===== config.mk =====
export PLATFORM = sky130hd
export DESIGN_NAME = lsu_mem_controller
export DESIGN_NICKNAME = d
export VERILOG_FILES = /design/src/rtl/lsu_mem_controller.sv
export SDC_FILE = /design/constraint.sdc
export NUM_CORES = 1
export LEC_CHECK = 0
export ABC_AREA = 0
export ABC_CLOCK_PERIOD_IN_PS = 6200
export CAP_MARGIN = 20
export CORE_MARGIN = 5
export CORE_UTILIZATION = 25
export CTS_CLUSTER_SIZE = 14
export DETAILED_ROUTE_END_ITERATION = 16
export PLACE_DENSITY = 0.59
export SYNTH_ARGS = -nofsm -noshare
export SYNTH_HDL_FRONTEND = slang
export SYNTH_SLANG_ARGS = --single-unit

===== constraint.sdc =====
create_clock -name clk -period 6.2 [get_ports clk]
set_input_delay 1.24 -clock clk [delete_from_list [all_inputs] [get_ports clk]]
set_output_delay 1.24 -clock clk [all_outputs]
set_load 0.01 [all_outputs]

===== src/rtl/lsu_mem_controller.sv =====
// Responder side of the LSU memory handshake: round-robin arbitration of per-consumer
// read/write requests onto one external memory port, with registered relay of data and acks.
module lsu_mem_controller #(
  parameter int NUM_CONSUMERS = 4,
  parameter int ADDR_BITS     = 8,
  parameter int DATA_BITS     = 8
) (
  input  logic                               clk,
  input  logic                               reset_n,
  input  logic [NUM_CONSUMERS-1:0]           consumer_read_valid,
  input  logic [NUM_CONSUMERS*ADDR_BITS-1:0] consumer_read_address,
  output logic [NUM_CONSUMERS-1:0]           consumer_read_ready,
  output logic [NUM_CONSUMERS*DATA_BITS-1:0] consumer_read_data,
  input  logic [NUM_CONSUMERS-1:0]           consumer_write_valid,
  input  logic [NUM_CONSUMERS*ADDR_BITS-1:0] consumer_write_address,
  input  logic [NUM_CONSUMERS*DATA_BITS-1:0] consumer_write_data,
  output logic [NUM_CONSUMERS-1:0]           consumer_write_ready,
  output logic                               mem_read_valid,
  output logic [ADDR_BITS-1:0]               mem_read_address,
  input  logic                               mem_read_ready,
  input  logic [DATA_BITS-1:0]               mem_read_data,
  output logic                               mem_write_valid,
  output logic [ADDR_BITS-1:0]               mem_write_address,
  output logic [DATA_BITS-1:0]               mem_write_data,
  input  logic                               mem_write_ready
);

  localparam int IDX_W = (NUM_CONSUMERS > 1) ? $clog2(NUM_CONSUMERS) : 1;

  typedef enum logic [1:0] {
    IDLE,
    READ_WAIT,
    WRITE_WAIT,
    RELAY
  } state_e;

  state_e                           state_q, state_d;
  logic [IDX_W-1:0]                 rrPtr_q, rrPtr_d;
  logic [IDX_W-1:0]                 grant_q, grant_d;
  logic                             memReadValid_q, memReadValid_d;
  logic [ADDR_BITS-1:0]             memReadAddr_q, memReadAddr_d;
  logic                             memWriteValid_q, memWriteValid_d;
  logic [ADDR_BITS-1:0]             memWriteAddr_q, memWriteAddr_d;
  logic [DATA_BITS-1:0]             memWriteData_q, memWriteData_d;
  logic [NUM_CONSUMERS-1:0]         readReady_q, readReady_d;
  logic [NUM_CONSUMERS-1:0]         writeReady_q, writeReady_d;
  logic [NUM_CONSUMERS*DATA_BITS-1:0] readData_q, readData_d;

  logic pickFound;
  logic pickRead;
  int   pickIdx;
  int   scanIdx;
  int   grantSel;

  always_ff @(posedge clk or negedge reset_n) begin
    if (!reset_n) begin
      state_q         <= IDLE;
      rrPtr_q         <= '0;
      grant_q         <= '0;
      memReadValid_q  <= 1'b0;
      memReadAddr_q   <= '0;
      memWriteValid_q <= 1'b0;
      memWriteAddr_q  <= '0;
      memWriteData_q  <= '0;
      readReady_q     <= '0;
      writeReady_q    <= '0;
      readData_q      <= '0;
    end else begin
      state_q         <= state_d;
      rrPtr_q         <= rrPtr_d;
      grant_q         <= grant_d;
      memReadValid_q  <= memReadValid_d;
      memReadAddr_q   <= memReadAddr_d;
      memWriteValid_q <= memWriteValid_d;
      memWriteAddr_q  <= memWriteAddr_d;
      memWriteData_q  <= memWriteData_d;
      readReady_q     <= readReady_d;
      writeReady_q    <= writeReady_d;
      readData_q      <= readData_d;
    end
  end

  always_comb begin
    state_d         = state_q;
    rrPtr_d         = rrPtr_q;
    grant_d         = grant_q;
    memReadValid_d  = memReadValid_q;
    memReadAddr_d   = memReadAddr_q;
    memWriteValid_d = memWriteValid_q;
    memWriteAddr_d  = memWriteAddr_q;
    memWriteData_d  = memWriteData_q;
    readReady_d     = readReady_q;
    writeReady_d    = writeReady_q;
    readData_d      = readData_q;
    pickFound       = 1'b0;
    pickRead        = 1'b0;
    pickIdx         = 0;
    scanIdx         = 0;
    grantSel        = int'(grant_q);

    // Round-robin scan starting at rrPtr; a consumer with both requests is served read first.
    for (int i = 0; i < NUM_CONSUMERS; i++) begin
      scanIdx = int'(rrPtr_q) + i;
      if (scanIdx >= NUM_CONSUMERS) begin
        scanIdx = scanIdx - NUM_CONSUMERS;
      end
      if (!pickFound && (consumer_read_valid[scanIdx] || consumer_write_valid[scanIdx])) begin
        pickFound = 1'b1;
        pickIdx   = scanIdx;
        pickRead  = consumer_read_valid[scanIdx];
      end
    end

    case (state_q)
      IDLE: begin
        if (pickFound) begin
          grant_d = IDX_W'(pickIdx);
          if (pickRead) begin
            memReadValid_d = 1'b1;
            memReadAddr_d  = consumer_read_address[pickIdx*ADDR_BITS +: ADDR_BITS];
            state_d        = READ_WAIT;
          end else begin
            memWriteValid_d = 1'b1;
            memWriteAddr_d  = consumer_write_address[pickIdx*ADDR_BITS +: ADDR_BITS];
            memWriteData_d  = consumer_write_data[pickIdx*DATA_BITS +: DATA_BITS];
            state_d         = WRITE_WAIT;
          end
        end
      end

      READ_WAIT: begin
        if (mem_read_ready) begin
          memReadValid_d                                  = 1'b0;
          readData_d[grantSel*DATA_BITS +: DATA_BITS]     = mem_read_data;
          readReady_d                                     = '0;
          readReady_d[grantSel]                           = 1'b1;
          state_d                                         = RELAY;
        end
      end

      WRITE_WAIT: begin
        if (mem_write_ready) begin
          memWriteValid_d         = 1'b0;
          writeReady_d            = '0;
          writeReady_d[grantSel]  = 1'b1;
          state_d                 = RELAY;
        end
      end

      RELAY: begin
        // Ready is held until the granted consumer withdraws the request it was served for.
        if ((|readReady_q) ? !consumer_read_valid[grantSel] : !consumer_write_valid[grantSel]) begin
          readReady_d  = '0;
          writeReady_d = '0;
          rrPtr_d      = (grant_q == IDX_W'(NUM_CONSUMERS - 1)) ? '0 : grant_q + 1'b1;
          state_d      = IDLE;
        end
      end

      default: begin
        state_d = IDLE;
      end
    endcase
  end

  assign consumer_read_ready  = readReady_q;
  assign consumer_read_data   = readData_q;
  assign consumer_write_ready = writeReady_q;
  assign mem_read_valid       = memReadValid_q;
  assign mem_read_address     = memReadAddr_q;
  assign mem_write_valid      = memWriteValid_q;
  assign mem_write_address    = memWriteAddr_q;
  assign mem_write_data       = memWriteData_q;

endmodule


==> reports/results.ini, run 1 <==
[grt]
grt_antenna_before_repair = 0
grtUsageTotal_pct = 15.4
grt_start_max_net_pins = 73
grt_pass1_vias = 5106
overflow = 0
grt_pass1_wl_mm = 29.4

[layout]
fillers = 2055
drive_gt1_share_pct = 8.75
finish.net_count = 849
final_cell_mix = clkdlybuf4s50_1, dfrtp_1, nand2_1
stdcell_count = 990
insertedDiodeCount = 0
final_common_cell = clkdlybuf4s50_1
area_growth_syn_to_layout_pct = 45.1

[clocking]
postCtsSetupBuffers = 0
clk_pin_slew_worst_paths_ns = 0.06
hold_buffers = 0
insertion_delay_ns = 0.34
cts_sinks = 72
cts_root_buf = clkbuf_16
cts_tree = done
max-clock-path-buffers = 2
numCtsBuffers = 9
cts_resized = 0
htreeDepth = 3

[power]
p_int_uw = 2040
pwr-share-seq_pct = 21.6
p_per_area_mw_per_mm2 = 502
clkPwrFrac_pct = 14.0
peakVddDrop_v = 0.000264
swShare_pct = 45.9
comb_power_share_pct = 64.4
leakage_uw = 0.00312
switchingPower_uw = 1730

[drt]
drc_errors = 0
vias_per_cell = 5.27
ant_nets = 0
routed_wl_mm = 18.9
dr.pass1.iters = 4
vias = 5216
dr.first_iter.drc_count = 252
wl_per_cell_um = 19.1

[yosys]
ys_seq_area_share_pct = 34.7
synthCells = 559
netlist-cell-type-count = 49
ys_async_sr_fraction_pct = 100
syn_nets = 693
synth_enable_flop_cells = 0
syn_area_per_cell_sq_um = 9.28
yosys_warnings = 0
ys_ff_latch = 72
synthFlopType = dfrtp_1
syn_area_sq_mm = 0.00519

[sta]
skew_ns = 0.00863
timing.fmax_mhz = 211
finalSetupTns_ns = 0
tightestPinTransition_ns = 1.07
rsz0062_at_grt = false
maxSlewViolCount = 0
slew_headroom_pct = 28.4
hold_viol_final = 0
report.final.setup_viol = 0
period_share_pct = 76.4
fin_crit_ns = 4.74

[worst_setup_path]
critPathMaxFanout = 34
crit_arrival_ns = 4.93
crit_path_start = rrPtr_q[0]
r2r_slack_ns = 1.46
end_kind = flip-flop
reg2reg_depth = 10
crit_required_ns = 6.40
crit_type = reg2reg
timing.rr.start = rrPtr_q[0]
critPathLaunchType = flip-flop

[placed_design]
routabilityCongestion = 0.775
dp.final_hpwl_mm = 14.0
dp_cells = 974
portBuffers = 181

[worst_hold_path]
min_from = mem_read_address[1]
hp-class = reg2reg
min_path_cells = 2

[floorplanning]
io_pins = 182
die_w_um = 154
coreArea_sq_mm = 0.0204
start_util_pct = 25.5
dieArea_sq_mm = 0.0237
fp.dieH_um = 154
rows = 52

[status]
status = finished clean

[run]
drv_cap = 0

[cells in the mapped netlist, drive strengths merged (11+ instances only)]
master  instances  share of area (%)
nand4          22                2.7
nor2b          22                2.7
a211o          15                2.5
and3           31                3.7
a22o           43                7.3
ha             18                4.3
nor4b          25                4.2
nor2           14                1.1
o21ai          62                6.0
clkbuf         32                2.3
buf            15                2.1
dfrtp          72                 35
a31oi          22                2.7
o31ai          18                3.2
mux2           11                2.4
nand2          59                4.3
[power by group through the flow]
stage	clock network [uW]	logic [uW]	registers, uW
detailed placement	0	2460	828
finish	529	2430	815
CTS	541	2460	820
global route	557	2680	845
floorplan	0	1550	832
global placement	0	2440	826
[logic make-up after synthesis]
| family | after synthesis | share of synthesized area (%) |
|---|---|---|
| flip-flops | 72 | 34.7 |
| buffers and inverters | 56 | 5.07 |
| multiplexers | 27 | 7.89 |
| AO/OA/AOI/OAI | 189 | 26.4 |
| AND/OR/NAND/NOR | 196 | 21.4 |
| XOR/XNOR | 1 | 0.169 |
| adder cells (fa/ha/maj) | 18 | 4.34 |
[routing by layer]
| layer | up-vias | track usage [%] | part of all wire (%) |
|---|---|---|---|
| met3 | 19 | 3.32 | 7.1 |
| met2 | 206 | 23.0 | 44 |
| li1 | 2480 | - | - |
| met4 | 0 | 4.71 | 1.7 |
| met5 | - | 0 | 0 |
| met1 | 2511 | 22.1 | 47 |
[critical path, cell delays in order (launching register included)]
cell and delay [ns]:
dfrtp_1 0.90, inv_1 0.33, ha_1 0.62, mux4_2 0.62, nor2_2 0.35, a211oi_4 0.11
buf_4 0.26, nor2_1 0.86, nor2b_1 0.10, o31ai_1 0.33, o21ai_1 0.10
[state kept, by name, indices dropped and copies added, names as in the netlist, 4 cells and up]
name,cells
consumer_read_data,32
mem_read_address,8
mem_write_address,8
mem_write_data,8
consumer_read_ready,4
consumer_write_ready,4
[through the flow]
stage	instance area, sq um	setup slack, ns	util, %	hold slack [ns]	power, uW
floorplan	5190	2.82	-	0.516	2380
global placement	7230	1.50	35.5	0.468	3260
detailed placement	7230	1.42	35.5	0.476	3280
CTS	7530	1.39	37.0	0.489	3820
global route	7530	1.08	37.0	0.510	4080
finish	7530	1.46	37.0	0.484	3780
[area by class of cell]
cell class	count	area, sq um	area share, %
Clock inverter	5	56.3	0.748
Timing Repair Buffer	192	1890	25.1
Inverter	9	33.8	0.449
Clock buffer	11	243	3.22
Sequential cell	72	1800	23.9
Multi-Input combinational cell	431	3160	42.0
Tap cell	270	338	4.49
[final timing paths]
path	end
worst max-delay path	mem_write_data[0]
worst min-delay path	mem_read_address[1]
worst max register to register	mem_write_data[0]
worst min register to register	mem_read_address[1]
max in group asynchronous	mem_read_address[4]
min in group asynchronous	consumer_read_data[26]
Power figures use the tool's default switching activity.
==> run 2, diff against run 1 <==
- ABC_CLOCK_PERIOD_IN_PS: 6200 -> 4300
- PLACE_DENSITY: 0.59 -> 0.6
- clock period: 6.2 -> 4.3 ns (I/O delays scaled with it)
==> reports/results.ini, run 2 (same netlist as run 1, synthesis figures left out) <==
[status]
status = finished clean  ; unchanged

[layout]
largest_register_ffs = 32  ; unchanged
finish.utilization_pct = 37.1  ; was 37.0%
finish.net_count = 860  ; was 849
final_cell_mix = clkdlybuf4s50_1, dfrtp_1, nand2_1  ; unchanged
drive_gt1_share_pct = 9.73  ; was 8.75%
final_common_cell = clkdlybuf4s50_1  ; unchanged
area_growth_syn_to_layout_pct = 45.8  ; was 45.1%
insertedDiodeCount = 0  ; unchanged

[clocking]
htreeDepth = 3  ; unchanged
insertion_delay_ns = 0.34  ; about the same
numCtsBuffers = 9  ; unchanged
hold_buffers = 0  ; unchanged
postCtsSetupBuffers = 0  ; unchanged
cts_root_buf = clkbuf_16  ; unchanged
max-clock-path-buffers = 2  ; unchanged
clk_pin_slew_worst_paths_ns = 0.06  ; about the same
cts_tree = done  ; unchanged
cts_resized = 0  ; unchanged
cts_sinks = 72  ; unchanged

[grt]
overflow = 0  ; unchanged
grt_start_max_net_pins = 73  ; unchanged
grtUsageTotal_pct = 15.5  ; was 15.4%
grt_pass1_vias = 5063  ; was 5106
grt_pass1_wl_mm = 29.6  ; was 29.4 mm
grt_antenna_before_repair = 0  ; unchanged

[power]
p_int_uw = 2930  ; was 2040 uW
p_per_area_mw_per_mm2 = 720  ; was 502 mW/mm^2
pwr-share-seq_pct = 20.6  ; was 21.6%
power_uw = 5450  ; was 3780 uW
clkPwrFrac_pct = 12.9  ; was 14.0%
comb_power_share_pct = 66.5  ; was 64.4%
leakage_uw = 0.00315  ; was 0.00312 uW
switchingPower_uw = 2520  ; was 1730 uW
swShare_pct = 46.3  ; was 45.9%
peakVddDrop_v = 0.000371  ; was 0.000264 V

[sta]
rsz0062_at_grt = false  ; unchanged
tightestPinTransition_ns = 1.05  ; was 1.07 ns
timing.fmax_mhz = 280
finalSetupTns_ns = 0  ; unchanged
hold_viol_final = 0  ; unchanged
skew_ns = 0.00748  ; was 0.00863 ns
fin_crit_ns = 3.57
slew_headroom_pct = 30.0  ; was 28.4%
period_share_pct = 83.1
maxSlewViolCount = 0  ; unchanged
report.final.setup_viol = 0  ; unchanged

[worst_hold_path]
hp-class = reg2reg  ; unchanged

[worst_setup_path]
crit_arrival_ns = 3.83  ; was 4.93 ns
max_stage_delay_ns = 0.67  ; was 0.90 ns
critPathMaxFanout = 20  ; was 34
cp_cell_sequence = clkdlybuf4s50_1 > mux4_2 > or2_1 > a211oi_4 > buf_4 > o21ai_0 > nand4_1 > o31ai_1 > o21ai_1  ; was inv_1 > ha_1 > mux4_2 > nor2_2 > a211oi_4 > buf_4 > nor2_1 > nor2b_1 > o31ai_1 > o21ai_1
r2r_slack_ns = 0.80  ; was 1.46 ns
critPathLaunchType = input pin  ; was flip-flop
end_kind = flip-flop  ; unchanged
critPathSlowestCell = a211oi_4  ; was dfrtp_1
crit_type = in2reg  ; was reg2reg
crit_required_ns = 4.56  ; was 6.40 ns

[floorplanning]
dieArea_sq_mm = 0.0237  ; unchanged
coreArea_sq_mm = 0.0204  ; unchanged
die_w_um = 154  ; unchanged
fp.dieH_um = 154  ; unchanged
start_util_pct = 25.5  ; unchanged
rows = 52  ; unchanged
io_pins = 182  ; unchanged

[drt]
dr.pass1.iters = 4  ; unchanged
vias_per_cell = 5.31  ; was 5.27
dr.first_iter.drc_count = 346  ; was 252
drc_errors = 0  ; unchanged
routed_wl_mm = 19.1  ; was 18.9 mm
vias = 5311  ; was 5216
wl_per_cell_um = 19.1  ; about the same
ant_nets = 0  ; unchanged

[placed_design]
dp.final_hpwl_mm = 13.9  ; was 14.0 mm
routabilityCongestion = 0.814  ; was 0.775
portBuffers = 181  ; unchanged

[run]
drv_cap = 0  ; unchanged

-- run 2: changes by cell type in the layout (fill, tap and decap cells not counted) --
cell / before / now
nor4b_2: 2 / 0
nor4_1: 2 / 3
buf_4: 12 / 23
clkinvlp_4: 1 / 2
nor4_2: 1 / 0
bufinv_16: 1 / 0
nor4b_1: 23 / 25
clkbuf_1: 1 / 0
-- run 2: power groups by stage --
| stage | Clock [uW] | Sequential [uW] | Combinational, uW |
|---|---|---|---|
| detailed placement | 0 | 1140 | 3630 |
| CTS | 729 | 1130 | 3650 |
| global placement | 0 | 1130 | 3610 |
| finish | 705 | 1120 | 3620 |
| floorplan | 0 | 1200 | 2240 |
| global route | 761 | 1160 | 3950 |
-- run 2: worst paths after layout --
kind | end | startpoint | cells past startpoint
min in group asynchronous | consumer_read_data[13] | reset_n | 1
worst min-delay path | mem_write_data[4] | mem_write_data[4] | 2
max in group asynchronous | mem_read_address[4] | reset_n | 1
worst min register to register | mem_write_data[4] | mem_write_data[4] | 2
worst max register to register | mem_write_address[7] | rrPtr_q[0] | 10
worst max-delay path | mem_write_data[3] | consumer_read_valid[1] | 9
-- run 2: cell type report --
cell class                      count  area [sq um]
Inverter                            9          33.8
Clock buffer                       10           239
Sequential cell                    72          1800
Timing Repair Buffer              203          1970
Tap cell                          270           338
Fill cell                        2068         12800
Clock inverter                      5          33.8
Multi-Input combinational cell    431          3140
-- run 2: metal layers --
metal  vias to the layer above  GRT usage (%)  wire length (um)
met5                         -              0                 0
met4                         0           3.99               213
met3                        15           4.05              1360
met2                       222           22.2              8110
met1                      2576           23.0              9440
li1                       2498              -                 -
-- run 2: stage by stage --
step                cell area, sq um  instances  setup WS (ns)  hold slack (ns)
floorplan                       5190        559          0.976            0.516
global placement                7290        985          0.482            0.471
detailed placement              7290        985          0.409            0.478
CTS                             7560       1000          0.760            0.492
global route                    7560       1000          0.546            0.505
finish                          7560       1000          0.727            0.480
-- run 2: worst max-delay path, delay by kind of cell --
family          cells  cell delay (ns)
compound gates      4             1.02
buf+inv             2             0.86
mux                 1             0.56
simple gates        2             0.51
